## config.mk

```make
export PLATFORM = sky130hd
export DESIGN_NAME = lfsr_rng
export DESIGN_NICKNAME = d
export VERILOG_FILES = /design/src/rtl/lfsr_rng.sv
export SDC_FILE = /design/constraint.sdc
export NUM_CORES = 1
export LEC_CHECK = 0
export CAP_MARGIN = 10
export CORE_MARGIN = 2
export CORE_UTILIZATION = 45
export DETAILED_ROUTE_END_ITERATION = 8
export GPL_ROUTABILITY_DRIVEN = 0
export PLACE_DENSITY = 0.75
export REMOVE_ABC_BUFFERS = 1
export SLEW_MARGIN = 20
export SYNTH_ARGS = -nofsm -noshare
export SYNTH_HDL_FRONTEND = slang
export SYNTH_SLANG_ARGS = --single-unit
```

## constraint.sdc

```tcl
create_clock -name i_clk -period 1.7 [get_ports i_clk]
set_input_delay 0.17 -clock i_clk [delete_from_list [all_inputs] [get_ports i_clk]]
set_output_delay 0.17 -clock i_clk [all_outputs]
set_load 0.01 [all_outputs]
```

## src/rtl/lfsr_rng.sv

```systemverilog
// XNOR Fibonacci LFSR with seed load, lock-up guard and period-wrap flag, plus a
// valid/ready draw port that returns a value below a requested bound by rejection sampling.
module lfsr_rng #(
  parameter int unsigned     WIDTH     = 10,
  parameter logic [WIDTH-1:0] TAPS     = 10'h240,
  parameter logic [WIDTH-1:0] SEED     = '0,
  parameter int unsigned     OUT_W     = 4,
  parameter int unsigned     MAX_TRIES = 16
) (
  input  logic             i_clk,
  input  logic             i_reset,
  input  logic             i_en,
  input  logic             i_load,
  input  logic [WIDTH-1:0] i_seed_in,
  input  logic             i_req_valid,
  input  logic [OUT_W-1:0] i_req_bound,
  output logic             o_req_ready,
  output logic             o_rnd_valid,
  input  logic             i_rnd_ready,
  output logic [OUT_W-1:0] o_rnd_data,
  output logic             o_rnd_err,
  output logic [WIDTH-1:0] o_state,
  output logic             o_lockup,
  output logic             o_wrap
);

  localparam int unsigned TW = $clog2(MAX_TRIES + 1);

  typedef enum logic [1:0] {StIdle, StSearch, StDone} st_e;

  st_e              r_st, w_st_d;
  logic [WIDTH-1:0] r_state, w_state_d;
  logic [WIDTH-1:0] r_start, w_start_d;
  logic [WIDTH-1:0] r_cnt, w_cnt_d;
  logic [OUT_W-1:0] r_bound, w_bound_d;
  logic [TW-1:0]    r_tries, w_tries_d;
  logic [OUT_W-1:0] r_data, w_data_d;
  logic             r_err, w_err_d;
  logic             r_lockup, w_lockup_d;
  logic             r_wrap, w_wrap_d;

  logic [WIDTH-1:0] w_step;
  logic [OUT_W-1:0] w_cand;
  logic [WIDTH-1:0] w_seed;
  logic             w_seed_ones;

  assign w_step      = {r_state[WIDTH-2:0], ~^(r_state & TAPS)};
  assign w_cand      = w_step[OUT_W-1:0];
  assign w_seed_ones = &i_seed_in;
  // All-ones is the XNOR fixed point, so it is never allowed into the register.
  assign w_seed      = w_seed_ones ? '0 : i_seed_in;

  always_comb begin
    w_st_d     = r_st;
    w_state_d  = r_state;
    w_start_d  = r_start;
    w_cnt_d    = r_cnt;
    w_bound_d  = r_bound;
    w_tries_d  = r_tries;
    w_data_d   = r_data;
    w_err_d    = r_err;
    w_lockup_d = 1'b0;
    w_wrap_d   = 1'b0;

    if (i_load) begin
      w_state_d  = w_seed;
      w_start_d  = w_seed;
      w_cnt_d    = '0;
      w_lockup_d = w_seed_ones;
    end else if ((r_st == StSearch) || i_en) begin
      w_state_d = w_step;
      if (w_step == r_start) begin
        w_wrap_d = 1'b1;
        w_cnt_d  = '0;
      end else begin
        w_cnt_d = r_cnt + 1'b1;
      end
    end

    unique case (r_st)
      StIdle: begin
        if (i_req_valid) begin
          w_bound_d = i_req_bound;
          w_tries_d = '0;
          if (i_req_bound == '0) begin
            w_st_d   = StDone;
            w_data_d = '0;
            w_err_d  = 1'b1;
          end else begin
            w_st_d = StSearch;
          end
        end
      end
      StSearch: begin
        // A load replaces the step this cycle, so there is no candidate to judge.
        if (!i_load) begin
          if (w_cand < r_bound) begin
            w_st_d   = StDone;
            w_data_d = w_cand;
            w_err_d  = 1'b0;
          end else if (r_tries == TW'(MAX_TRIES - 1)) begin
            w_st_d   = StDone;
            w_data_d = '0;
            w_err_d  = 1'b1;
          end else begin
            w_tries_d = r_tries + 1'b1;
          end
        end
      end
      StDone: begin
        if (i_rnd_ready) begin
          w_st_d = StIdle;
        end
      end
      default: w_st_d = StIdle;
    endcase
  end

  always_ff @(posedge i_clk) begin
    if (i_reset) begin
      r_st     <= StIdle;
      r_state  <= SEED;
      r_start  <= SEED;
      r_cnt    <= '0;
      r_bound  <= '0;
      r_tries  <= '0;
      r_data   <= '0;
      r_err    <= 1'b0;
      r_lockup <= 1'b0;
      r_wrap   <= 1'b0;
    end else begin
      r_st     <= w_st_d;
      r_state  <= w_state_d;
      r_start  <= w_start_d;
      r_cnt    <= w_cnt_d;
      r_bound  <= w_bound_d;
      r_tries  <= w_tries_d;
      r_data   <= w_data_d;
      r_err    <= w_err_d;
      r_lockup <= w_lockup_d;
      r_wrap   <= w_wrap_d;
    end
  end

  assign o_req_ready = (r_st == StIdle);
  assign o_rnd_valid = (r_st == StDone);
  assign o_rnd_data  = r_data;
  assign o_rnd_err   = r_err;
  assign o_state     = r_state;
  assign o_lockup    = r_lockup;
  assign o_wrap      = r_wrap;

endmodule

```

## Yosys cells after proc, flatten, opt, wreduce, memory -nomap -nowiden

Index checks and enable logic that the tools add are counted.

| storage, ports and cells | value |
|---|---|
| register bits | 38 |
| input bits | 20 |
| output and inout bits | 19 |

| cells by class | value |
|---|---|
| $add $sub $neg | 1 |
| magnitude comparators | 1 |
| equal/unequal tests | 11 |
| mux-type cells | 28 |
| bitwise operators | 2 |
| reduce and logical (&&, ||, !) cells | 13 |

Operators by type and width:

| kind | number |
|---|---|
| two-way mux 10 bit | 3 |
| two-way mux 4 bit | 5 |
| two-way mux 5 bit | 4 |
| two-way mux 2 bit | 6 |
| equality test 10 bit | 1 |
| case mux 5 bit (2 select lines) | 1 |
| AND reduction 10 bit | 1 |
| AND reduction 5 bit | 2 |
| XNOR reduction 10 bit | 1 |
| != test 2 bit, second input constant | 4 |
| case mux 4 bit (2 select lines) | 1 |
| two-way mux 1 bit | 6 |
| case mux 2 bit (3 select lines) | 1 |
| adder 5 x 1 -> 5 bit, second input constant | 1 |
| equality test 5 x 4 -> 1 bit, second input constant | 1 |
| logical NOT 4 bit | 1 |
| less-than comparator 4 bit | 1 |
| != test 2 x 1 -> 1 bit, second input constant | 2 |
| AND reduction 4 bit | 1 |
| nonzero test 2 bit | 2 |
| != test 3 x 1 -> 1 bit, second input constant | 1 |
| OR reduction 3 bit | 1 |
| equality test 2 x 1 -> 1 bit, second input constant | 1 |
| equality test 2 bit, second input constant | 1 |
| 6 further kinds | 7 |

## Longest topological paths before layout

Gate-level depths: netlist of run 1.

| depth | value |
|---|---|
| depth in word-level cells | 5 |
| mapped depth | 8 |

## Worst setup path before layout of run 1

No wires, ideal clock.

| timing | value |
|---|---|
| path kind | flip-flop to flip-flop |
| from | register r_tries[0] |
| to | register r_tries[3] |
| arrival time | 1.720 ns |
| data required time | 1.576 ns |
| path slack | -0.144 ns |
| cell stages (with the launch flop) | 9 |
| buffers on the path | 0 |
| clock period less this slack | 1.844 ns |
| path through | dfxtp_1 > ha_1 > and3_1 > ha_1 > or3b_1 > a21oi_1 > o2bb2ai_1 > o21ai_0 > o31ai_1 |

| between the ends | value |
|---|---|
| longest elaborated chain between the ends | 5 |
| elaborated cells on any way between the ends | 8 |
| those cells by class | add/sub: 1; eq/ne: 2; mux: 4; reduce/logical: 1 |

RTL lines:

| element | RTL line | RTL |
|---|---|---|
| start, declared | 36 | `logic [TW-1:0] r_tries, w_tries_d;` |
| start signal, assigned | 137 | `r_tries <= w_tries_d;` |
| adder 5 x 1 -> 5 bit | 106 | `w_tries_d = r_tries + 1'b1;` |
| two-way mux 5 bit | 101 | `end else if (r_tries == TW'(MAX_TRIES - 1)) begin` |
| two-way mux 5 bit | 97 | `if (w_cand < r_bound) begin` |
| two-way mux 5 bit | 96 | `if (!i_load) begin` |
| case mux 5 bit (2 select lines) | 80 | `unique case (r_st)` |

Parallel ways exist; a longest one is shown, timed or not. The select of a mux whose other input is x is not followed.
A chain may end at the register's enable or synchronous reset.

## Worst setup path in the final report of run 1

| timing | value |
|---|---|
| from | register r_tries[0] |
| to | register r_tries[2] |

Same word-level chain as after synthesis.

==> results.md, run 1 <==
* Synthesized area per cell at roughly 8.3 µm²
* Pwr Total at 0.00249 W
* Power Density at ~940 nW/µm²
* Worst flop-to-flop path endpoint: r_tries[2]
* Placement Cell Area at approximately 2400 µm²
* Worst reg2reg path depth at 8
* Chip height at between 60 and 70 µm
* Area growth from synthesis to layout at 51.4%
* Crit-path most repeated cell: ha_4
* Critical path arrival at roughly 2100 ps
* First-pass GRT wire length at roughly 8.0 mm
* Num CTS Buffers at 5
* Async S/R FF share, synth at 0%
* Core area at 3690 µm²
* CTS root buffer: clkbuf_8
* WP buf/inv at 0
* CP startpoint: r_tries[0]
* Status: finished, violations left
* Worst slew margin at 69.4%
* Endpoints failing setup at 9
* Vias at 1787
* Tot GR Track Use at about a quarter
* Commonest cells in the netlist: dfxtp_1, nand2_1, a21oi_1, nor2_1, nor3_1
* Crit path depth at 8
* Post-route DRC violation count at 0
* Max stage delay on crit path at ~400 ps
* Total gr overflow at 0
* Synth top area share at a little over two fifths
* Leading post-synthesis cells by cell area: dfxtp_1, a21oi_1, nand2_1
* Top-count cell post-synth: dfxtp_1
* Synthesized cell area at approximately 1700 µm²
* Critical path cell sequence: ha_4, and3_4, ha_4, or3b_4, a21oi_4, o2bb2ai_4, o21ai_2, o21ai_1
* Final ANT Viol Nets at 0
* Hold Crit Class: reg2reg
* Max Slew Vio Count at 0
* CTS tree: built
* Clock Tree Buf Depth at 2
* Sequential share of the synthesized area at 43.7%
* WL final at between 4 and 5 mm
* Final setup margin at -173 ps
* Initial Util at between 40 and 50%
* Vias in the first global route at roughly 1700
* Design area at about 2600 µm²
* Synth cell types at 39
* Antenna diodes at 0
* CP required at 1880 ps
* CP delay by family, top: simple AND/OR/NAND/NOR gates
* F_max at about 0.53 GHz
* Synth Instances at about 210
* Lkg Pwr at 1.04 nW
* H-tree depth at 2
* Hold_buf cts at 0
* Vias per cell at ~5.5
* Clock latency on the worst-skew pair at about 290 ps
* Crit path time final at ~1900 ps
* Leading area contributor after synthesis: dfxtp_1
* Nets at between 300 and 400
* Max_cap viols at 0
* Max IR drop VDD at ~0.63 mV
* Top_reg_cell synth: dfxtp_1
* RSZ-0062 raised after global routing: yes
* Fin crit share at 110%
* I/O pin total at 39
* Worst Setup EP: r_tries[2]
* Worst-path clk slew at ~80 ps
* Worst setup EP type: flop
* Final Hold Fails at 0
* Initial DRT Pass Iterations at 4
* # clock sinks at 38
* Register bit total from synthesis at 38
* FP Rows at 22
* CP Launch Type: flop
* Hpwl dp at around 3.2 mm
* CP max stage cell: or3b_4
* Largest net degree at the start of global routing at 29
* Fraction of layout cells with a size suffix above 1 at around 22%
* Per-cell routed wire length at around 15 µm
* Worst setup path class: reg2reg
* I/O Buffers at 38
* Multi-input logic area at between 1000 and 1500 µm²
* Antenna violations before repair at 0
* Yosys warnings at 0
* Sequential cell area at between 700 and 800 µm²
* Clk_skew at 7.09 ps
* Die area at ~4400 µm²
* Worst r2r src: r_tries[0]
* EDFF count, synth at 0
* Worst R2R Setup Slack at -170 ps
* DR iter-0 viols at 134
* Fillers at roughly 290
* Worst-margin pin slew at 457 ps
* DIE WIDTH at around 66 µm
* CP Max Fanout at 5
* Failing checks: setup timing
-- metrics by stage --
stage,setup slack (ps),hold slack [ps],instances,TNS (ps),util [%]
2_1_floorplan,-143,239,198,-442,-
3_3_place_gp,-149,437,318,-948,65.5
3_5_place_dp,-248,439,318,-1600,65.5
4_1_cts,-76.7,451,327,-219,70.1
5_1_grt,-230,488,327,-1190,71.4
6_report,-173,452,327,-567,71.4
-- registers in the layout (all words and copies together) (netlist names) --
register,flops
r_st,2
o_lockup,1
r_tries,5
o_rnd_err,1
o_rnd_data,4
o_state,10
r_start,10
r_bound,4
o_wrap,1
-- area by class of cell --
type,instances,share of cell area (%)
Multi-Input combinational cell,152,38.1
Sequential cell,38,29.0
Timing Repair Buffer,73,25.4
Clock buffer,5,2.61
Tap cell,48,2.28
Clock inverter,3,1.52
Inverter,8,1.14
-- per-layer routing --
metal  part of all wire, %  routed length (µm)  global-route usage [%]
met1                    42                2060                    31.9
met2                    49                2440                    37.8
met3                   5.6                 278                    5.62
met4                   3.4                 167                    8.93
met5                     0                   0                       0
-- report_power, final --
part,total [W],switching [W],internal [W]
clock,0.000752,0.000320,0.000432
combinational,0.000706,0.000345,0.000361
sequential,0.00103,0.0000706,0.000960
-- worst register-to-register path: cells and delay by family, from the launching register on --
kind                     cells  cell delay (ps)
AO/OA/AOI/OAI                4              530
AND/OR/NAND/NOR              2              580
flip-flops                   1              340
adder cells (fa/ha/maj)      2              310
-- placed cells by master (no fill, tap or decap), types with 4 or more instances in the layout --
| cell | n |
|---|---|
| dfxtp_1 | 35 |
| nor3_1 | 9 |
| a211oi_1 | 5 |
| clkbuf_8 | 5 |
| xor2_1 | 4 |
| clkdlybuf4s50_1 | 38 |
| a221oi_1 | 6 |
| a22o_1 | 4 |
| buf_4 | 33 |
| nand2_1 | 27 |
| inv_1 | 7 |
| a21oi_1 | 22 |
| xnor2_1 | 6 |
| nor2_1 | 21 |
-- cells by family after synthesis --
group	Yosys count	synth area share, %
buffers and inverters	19	4.32
muxes	1	0.576
AOI/OAI and AO/OA	55	20.7
and+or+nand+nor	81	22.0
DFF	38	43.7
xor gates and xnor gates	10	5.04
adders and majority gates	5	3.60
-- how the worst min path moves through the flow --
stage,from,endpoint,cells after the start
2_1_floorplan,i_reset,r_st[0],1
3_5_place_dp,o_rnd_err,o_rnd_err,2
4_1_cts,o_rnd_err,o_rnd_err,2
6_report,o_rnd_err,o_rnd_err,2
5_1_grt,o_rnd_err,o_rnd_err,2
3_3_place_gp,o_rnd_err,o_rnd_err,2
-- timing repair --
| action | 4_1_cts | 5_1_grt |
|---|---|---|
| buffers inserted | 1 | 1 |
| pin swaps | 6 | 8 |
| resized for setup | 17 | 8 |
| hold endpoints to repair | 0 | 0 |
| setup endpoints to repair | 10 | 10 |
Power figures use the tool's default switching activity.
==> inputs of run 2 (changes only) <==
- MAX_ROUTING_LAYER: default -> met4
==> results.md, run 2 (synthesis results as in run 1) <==
* F_max at 0.547 GHz (+2.5%)
* Worst setup path class: reg2reg
* Core area at 3690 µm² (unchanged)
* Status: finished, violations left
* First-pass GRT wire length at 7.99 mm (about the same)
* DP Worst Slack at -248 ps (unchanged)
* Crit-path most repeated cell: ha_4
* Antenna violations before repair at 0 (unchanged)
* Fillers at 290 (+0.35%)
* Tot GR Track Use at 24.6% (+0.64 points)
* Worst setup EP type: flop
* I/O pin total at 39 (unchanged)
* Power Density at 946 nW/µm² (+0.11%)
* Max Slew Vio Count at 0 (unchanged)
* Hold Crit Class: reg2reg
* I/O Buffers at 38 (unchanged)
* Initial DRT Pass Iterations at 4 (unchanged)
* Final Hold Fails at 0 (unchanged)
* Per-cell routed wire length at 15.1 µm (+0.12%)
* Clock Tree Buf Depth at 2 (unchanged)
* Failing checks: setup timing
* Critical path arrival at 2010 ps (-50 ps)
* Clk pwr share at 30.3% (about the same)
* H-tree depth at 2 (unchanged)
* Switching share of total power at 29.7% (+0.13 points)
* Post-route DRC violation count at 0 (unchanged)
* Die area at 4380 µm² (unchanged)
* # clock sinks at 38 (unchanged)
* CP Launch Type: flop
* Hold_buf cts at 0 (unchanged)
* Worst-margin pin slew at 456 ps (-1.21 ps)
* WP buf/inv at 0 (unchanged)
* DIE WIDTH at 66.2 µm (unchanged)
* CP max stage cell: or3b_4
* Fraction of layout cells with a size suffix above 1 at 22.6% (+0.36 points)
* Endpoints failing setup at 9 (unchanged)
* NetSw at 0.000740 W (+0.65%)
* WL final at 4.95 mm (+0.12%)
* CTS root buffer: clkbuf_8
* Final setup margin at -127 ps (+46.3 ps)
* Clk_skew at 7.55 ps (+0.459 ps)
* Largest net degree at the start of global routing at 29 (unchanged)
* Chip height at 66.2 µm (unchanged)
* Vias at 1786 (-0.056%)
* Initial Util at 47.2% (unchanged)
* Final ANT Viol Nets at 0 (unchanged)
* Hpwl dp at 3.22 mm (unchanged)
* Cell-internal power at 0.00175 W (about the same)
* Worst-path clk slew at 80 ps (about the same)
* Max_cap viols at 0 (unchanged)
* Critical path cell sequence: ha_4, and3_4, ha_4, or3b_4, a21oi_4, o2bb2ai_4, o21ai_2, o21ai_1
* Seq pwr share at 41.3% (about the same)
* Vias per cell at 5.46 (about the same)
* Placement Cell Area at 2410 µm² (unchanged)
* Design area at 2640 µm² (about the same)
* RSZ-0062 raised after global routing: yes
* Antenna diodes at 0 (unchanged)
* Vias in the first global route at 1743 (+0.057%)
* Logic pwr share at 28.4% (about the same)
* Max stage delay on crit path at 400 ps (about the same)
* CP delay by family, top: simple AND/OR/NAND/NOR gates
* Sequential cell area at 764 µm² (unchanged)
* Fin crit share at 107% (-2.7 points)
* Area growth from synthesis to layout at 51.6% (about the same)
* Crit path time final at 1830 ps (-46.3 ps)
* DR iter-0 viols at 127 (-5.2%)
* Num CTS Buffers at 5 (unchanged)
* FP Rows at 22 (unchanged)
* CP Max Fanout at 5 (unchanged)
* Lkg Pwr at 1.04 nW (about the same)
* Worst slew margin at 69.4% (+0.081 points)
* Util after Layout at 71.5% (about the same)
* Max IR drop VDD at 0.639 mV (+1.2%)
* CP required at 1880 ps (about the same)
* Clock latency on the worst-skew pair at 290 ps (about the same)
* Total gr overflow at 0 (unchanged)
* Multi-input logic area at 1000 µm² (+0.25%)
* Leading cell types in the layout, fill and taps excluded: clkdlybuf4s50_1, dfxtp_1, buf_4
* Most common cell after layout, fill and taps aside: clkdlybuf4s50_1
* CTS tree: built
* Nets at 303 (unchanged)
==> run 2: changes by cell type in the layout (fill, tap and decap cells not counted) <==
| cell | change |
|---|---|
| nand2_2 | +1 |
| nand2_1 | -1 |
==> run 2: layer usage <==
layer	track usage [%]	vias to the layer above	routed length [µm]
met3	5.62	14	303
met1	31.9	833	2070
met5	-	-	0
met4	8.93	0	142
met2	37.8	69	2440
li1	-	870	-
==> run 2: final cells by class <==
| class | count | share of cell area, % |
|---|---|---|
| multi-input combinational | 152 | 38.1 |
| sequential | 38 | 29.0 |
| timing repair buffer | 73 | 25.3 |
| clock buffer | 5 | 2.61 |
| tap | 48 | 2.28 |
| clock inverter | 3 | 1.52 |
| inverter | 8 | 1.14 |
==> run 2: what timing repair did <==
item,CTS,global route
endpoints found under the setup margin,10,10
pin swaps,6,6
setup buffers,1,1
gates resized for setup,17,9
==> run 2: worst paths after layout <==
| check | slack (ps) | endpoint | start | cells after the start |
|---|---|---|---|---|
| setup reg to reg | -130 | r_tries[2] | r_tries[1] | 8 |
| setup / recovery | -130 | r_tries[2] | r_tries[1] | 8 |
| hold / removal | 450 | o_rnd_err | o_rnd_err | 2 |
| hold reg to reg | 450 | o_rnd_err | o_rnd_err | 2 |
==> run 2: power by group through the flow <==
stage | logic (W) | clock network [W] | registers [W]
6_report | 0.000708 | 0.000755 | 0.00103
5_1_grt | 0.000773 | 0.000813 | 0.00104
4_1_cts | 0.000670 | 0.000762 | 0.00102
3_5_place_dp | 0.000633 | 0 | 0.00104
3_3_place_gp | 0.000623 | 0 | 0.00104
2_1_floorplan | 0.000292 | 0 | 0.00105
==> run 2: worst register-to-register path, stage by stage (launching register included) <==
cell       delay [ps]
dfxtp_2           340
ha_4              160
and3_4            180
ha_4              150
or3b_4            400
a21oi_4           150
o2bb2ai_4         100
o21ai_2           160
o21ai_1            80
==> run 2: stage by stage <==
| stage | power (W) | hold slack, ps | std cells | setup TNS, ps |
|---|---|---|---|---|
| finish | 0.00249 | 452 | 327 | -411 |
| global route | 0.00263 | 488 | 327 | -1070 |
| CTS | 0.00246 | 451 | 327 | -219 |
| detailed placement | 0.00168 | 439 | 318 | -1600 |
| global placement | 0.00166 | 437 | 318 | -948 |
| floorplan | 0.00135 | 239 | 198 | -442 |
==> inputs of run 3 (changes only) <==
- SKIP_CTS_REPAIR_TIMING: default -> 1
==> results.md, run 3 (synthesis results as in run 1) <==
* CTS root buffer: clkbuf_8
* Per-cell routed wire length at 14.8 µm (-2.3%)
* Antenna diodes at 0 (unchanged)
* Num CTS Buffers at 5 (unchanged)
* Hold Crit Depth at 2 (unchanged)
* Lkg Pwr at 1.04 nW (-0.23%)
* Worst-margin pin slew at 470 ps (+14.4 ps)
* Worst setup EP type: flop
* Nets at 303 (unchanged)
* Max_cap viols at 0 (unchanged)
* Placement Cell Area at 2410 µm² (unchanged)
* Hold Crit Class: reg2reg
* Worst r2r src: r_tries[1]
* H-tree depth at 2 (unchanged)
* Area growth from synthesis to layout at 52.5%
* Fin crit share at 107% (-0.17 points)
* Leading cell types in the layout, fill and taps excluded: clkdlybuf4s50_1, buf_4, dfxtp_1
* # clock sinks at 38 (unchanged)
* Pwr Total at 0.00251 W (+0.53%)
* Vias at 1808 (+1.2%)
* Crit path time final at 1820 ps (-2.97 ps)
* First-pass GRT wire length at 7.61 mm (-4.8%)
* Tot GR Track Use at 23.4% (-1.3 points)
* Status: finished, violations left
* Final Hold Fails at 0 (unchanged)
* Worst slew margin at 68.5% (-0.97 points)
* Hold Path End: o_rnd_err
* Post-route DRC violation count at 0 (unchanged)
* Total gr overflow at 0 (unchanged)
* Max IR drop VDD at 0.662 mV (+3.6%)
* CP Max Fanout at 5 (unchanged)
* DR iter-0 viols at 109 (-14%)
* RSZ-0062 raised after global routing: yes
* Largest net degree at the start of global routing at 29 (unchanged)
* Vias in the first global route at 1660 (-4.8%)
* Final ANT Viol Nets at 0 (unchanged)
* Chip height at 66.2 µm (unchanged)
* F_max at 0.548 GHz (+0.16%)
* CP startpoint: r_tries[1]
* WL final at 4.84 mm (-2.3%)
* Fraction of layout cells with a size suffix above 1 at 23.7% (+1.1 points)
* FP Rows at 22 (unchanged)
* Clock latency on the worst-skew pair at 290 ps (about the same)
* I/O pin total at 39 (unchanged)
* Power Density at 945 nW/µm² (about the same)
* Vias per cell at 5.53 (+1.2%)
* HP Start: o_rnd_err
* CP Launch Type: flop
* Failing checks: setup timing
* Most common cell after layout, fill and taps aside: clkdlybuf4s50_1
* Die area at 4380 µm² (unchanged)
* Max Slew Vio Count at 0 (unchanged)
* Dpl cells at 318 (unchanged)
* Worst setup path class: reg2reg
* CP required at 1890 ps (about the same)
* Initial DRT Pass Iterations at 4 (unchanged)
* Critical path arrival at 2010 ps (about the same)
* Worst reg2reg path depth at 8 (unchanged)
* Clock Tree Buf Depth at 2 (unchanged)
* Setup total negative slack at -407 ps (+3.94 ps)
* Worst-path clk slew at 80 ps (about the same)
* Worst R2R Setup Slack at -120 ps (about the same)
* Clk_skew at 9.42 ps (+1.87 ps)
* Antenna violations before repair at 0 (unchanged)
* Hpwl dp at 3.22 mm (unchanged)
* DIE WIDTH at 66.2 µm (unchanged)
* Core area at 3690 µm² (unchanged)
* DP Worst Slack at -248 ps (unchanged)
* CTS tree: built
* Initial Util at 47.2% (unchanged)
* Design area at 2650 µm² (+0.62%)
* I/O Buffers at 38 (unchanged)
* Endpoints failing setup at 5 (-4)
* Final setup margin at -124 ps (+2.97 ps)
* Non-Filler Instances at 327 (unchanged)
* Worst flop-to-flop path endpoint: r_tries[2]
[run 3: cell count changes in the layout (fill, tap and decap cells not counted)]
| cell | before | now |
|---|---|---|
| dfxtp_1 | 35 | 32 |
| inv_1 | 7 | 5 |
| inv_2 | 1 | 3 |
| o31ai_2 | 1 | 0 |
| o31ai_1 | 0 | 1 |
| nand2_2 | 1 | 0 |
| nand2_1 | 26 | 27 |
| o21ai_1 | 3 | 5 |
| ha_4 | 3 | 5 |
| dfxtp_4 | 0 | 1 |
| dfxtp_2 | 3 | 5 |
| o21ai_2 | 2 | 0 |
| ha_1 | 2 | 0 |
[run 3: worst max-delay path, stage by stage, from the launching register on]
cell and delay (ps):
dfxtp_2 350, ha_4 160, and3_4 180, ha_4 150, or3b_4 400, a21oi_4 160, o2bb2ai_4 90, o21ai_1 150
o21ai_1 80
[run 3: metrics by stage]
step / hold slack [ps] / utilization, %
after floorplan: 239 / -
after global placement: 437 / 65.5
after detailed placement: 439 / 65.5
after CTS: 451 / 68.4
after global routing: 481 / 71.9
final: 454 / 71.9
[run 3: how the worst max path moves through the flow]
| stage | endpoint | slack [ps] | cells after the start |
|---|---|---|---|
| floorplan | r_tries[3] | -140 | 8 |
| finish | r_tries[2] | -120 | 8 |
| global route | r_tries[1] | -170 | 7 |
| CTS | r_tries[2] | -270 | 8 |
| detailed placement | r_tries[3] | -250 | 8 |
| global placement | r_tries[3] | -150 | 8 |
[run 3: layer usage]
layer / global-route usage (%) / part of all wire, %
met5: - / 0
met3: 5.45 / 6.6
met4: 7.40 / 1.9
met2: 35.0 / 47
met1: 31.3 / 44
[run 3: final cells by class]
type | instances | area, µm²
fillers | 282 | 1040
multi-input cells | 152 | 1010
flip-flops and latches | 38 | 771
repair buffers | 73 | 668
clock buffers | 5 | 68.8
well taps | 48 | 60.1
clock inverters | 3 | 40.0
inverters | 8 | 30.0
[run 3: report_power, final]
part	switching (W)	leakage, nW	internal, W
Sequential	0.0000726	0.315	0.000961
Combinational	0.000347	0.665	0.000367
Clock	0.000327	0.0579	0.000432
Total	0.000746	1.04	0.00176
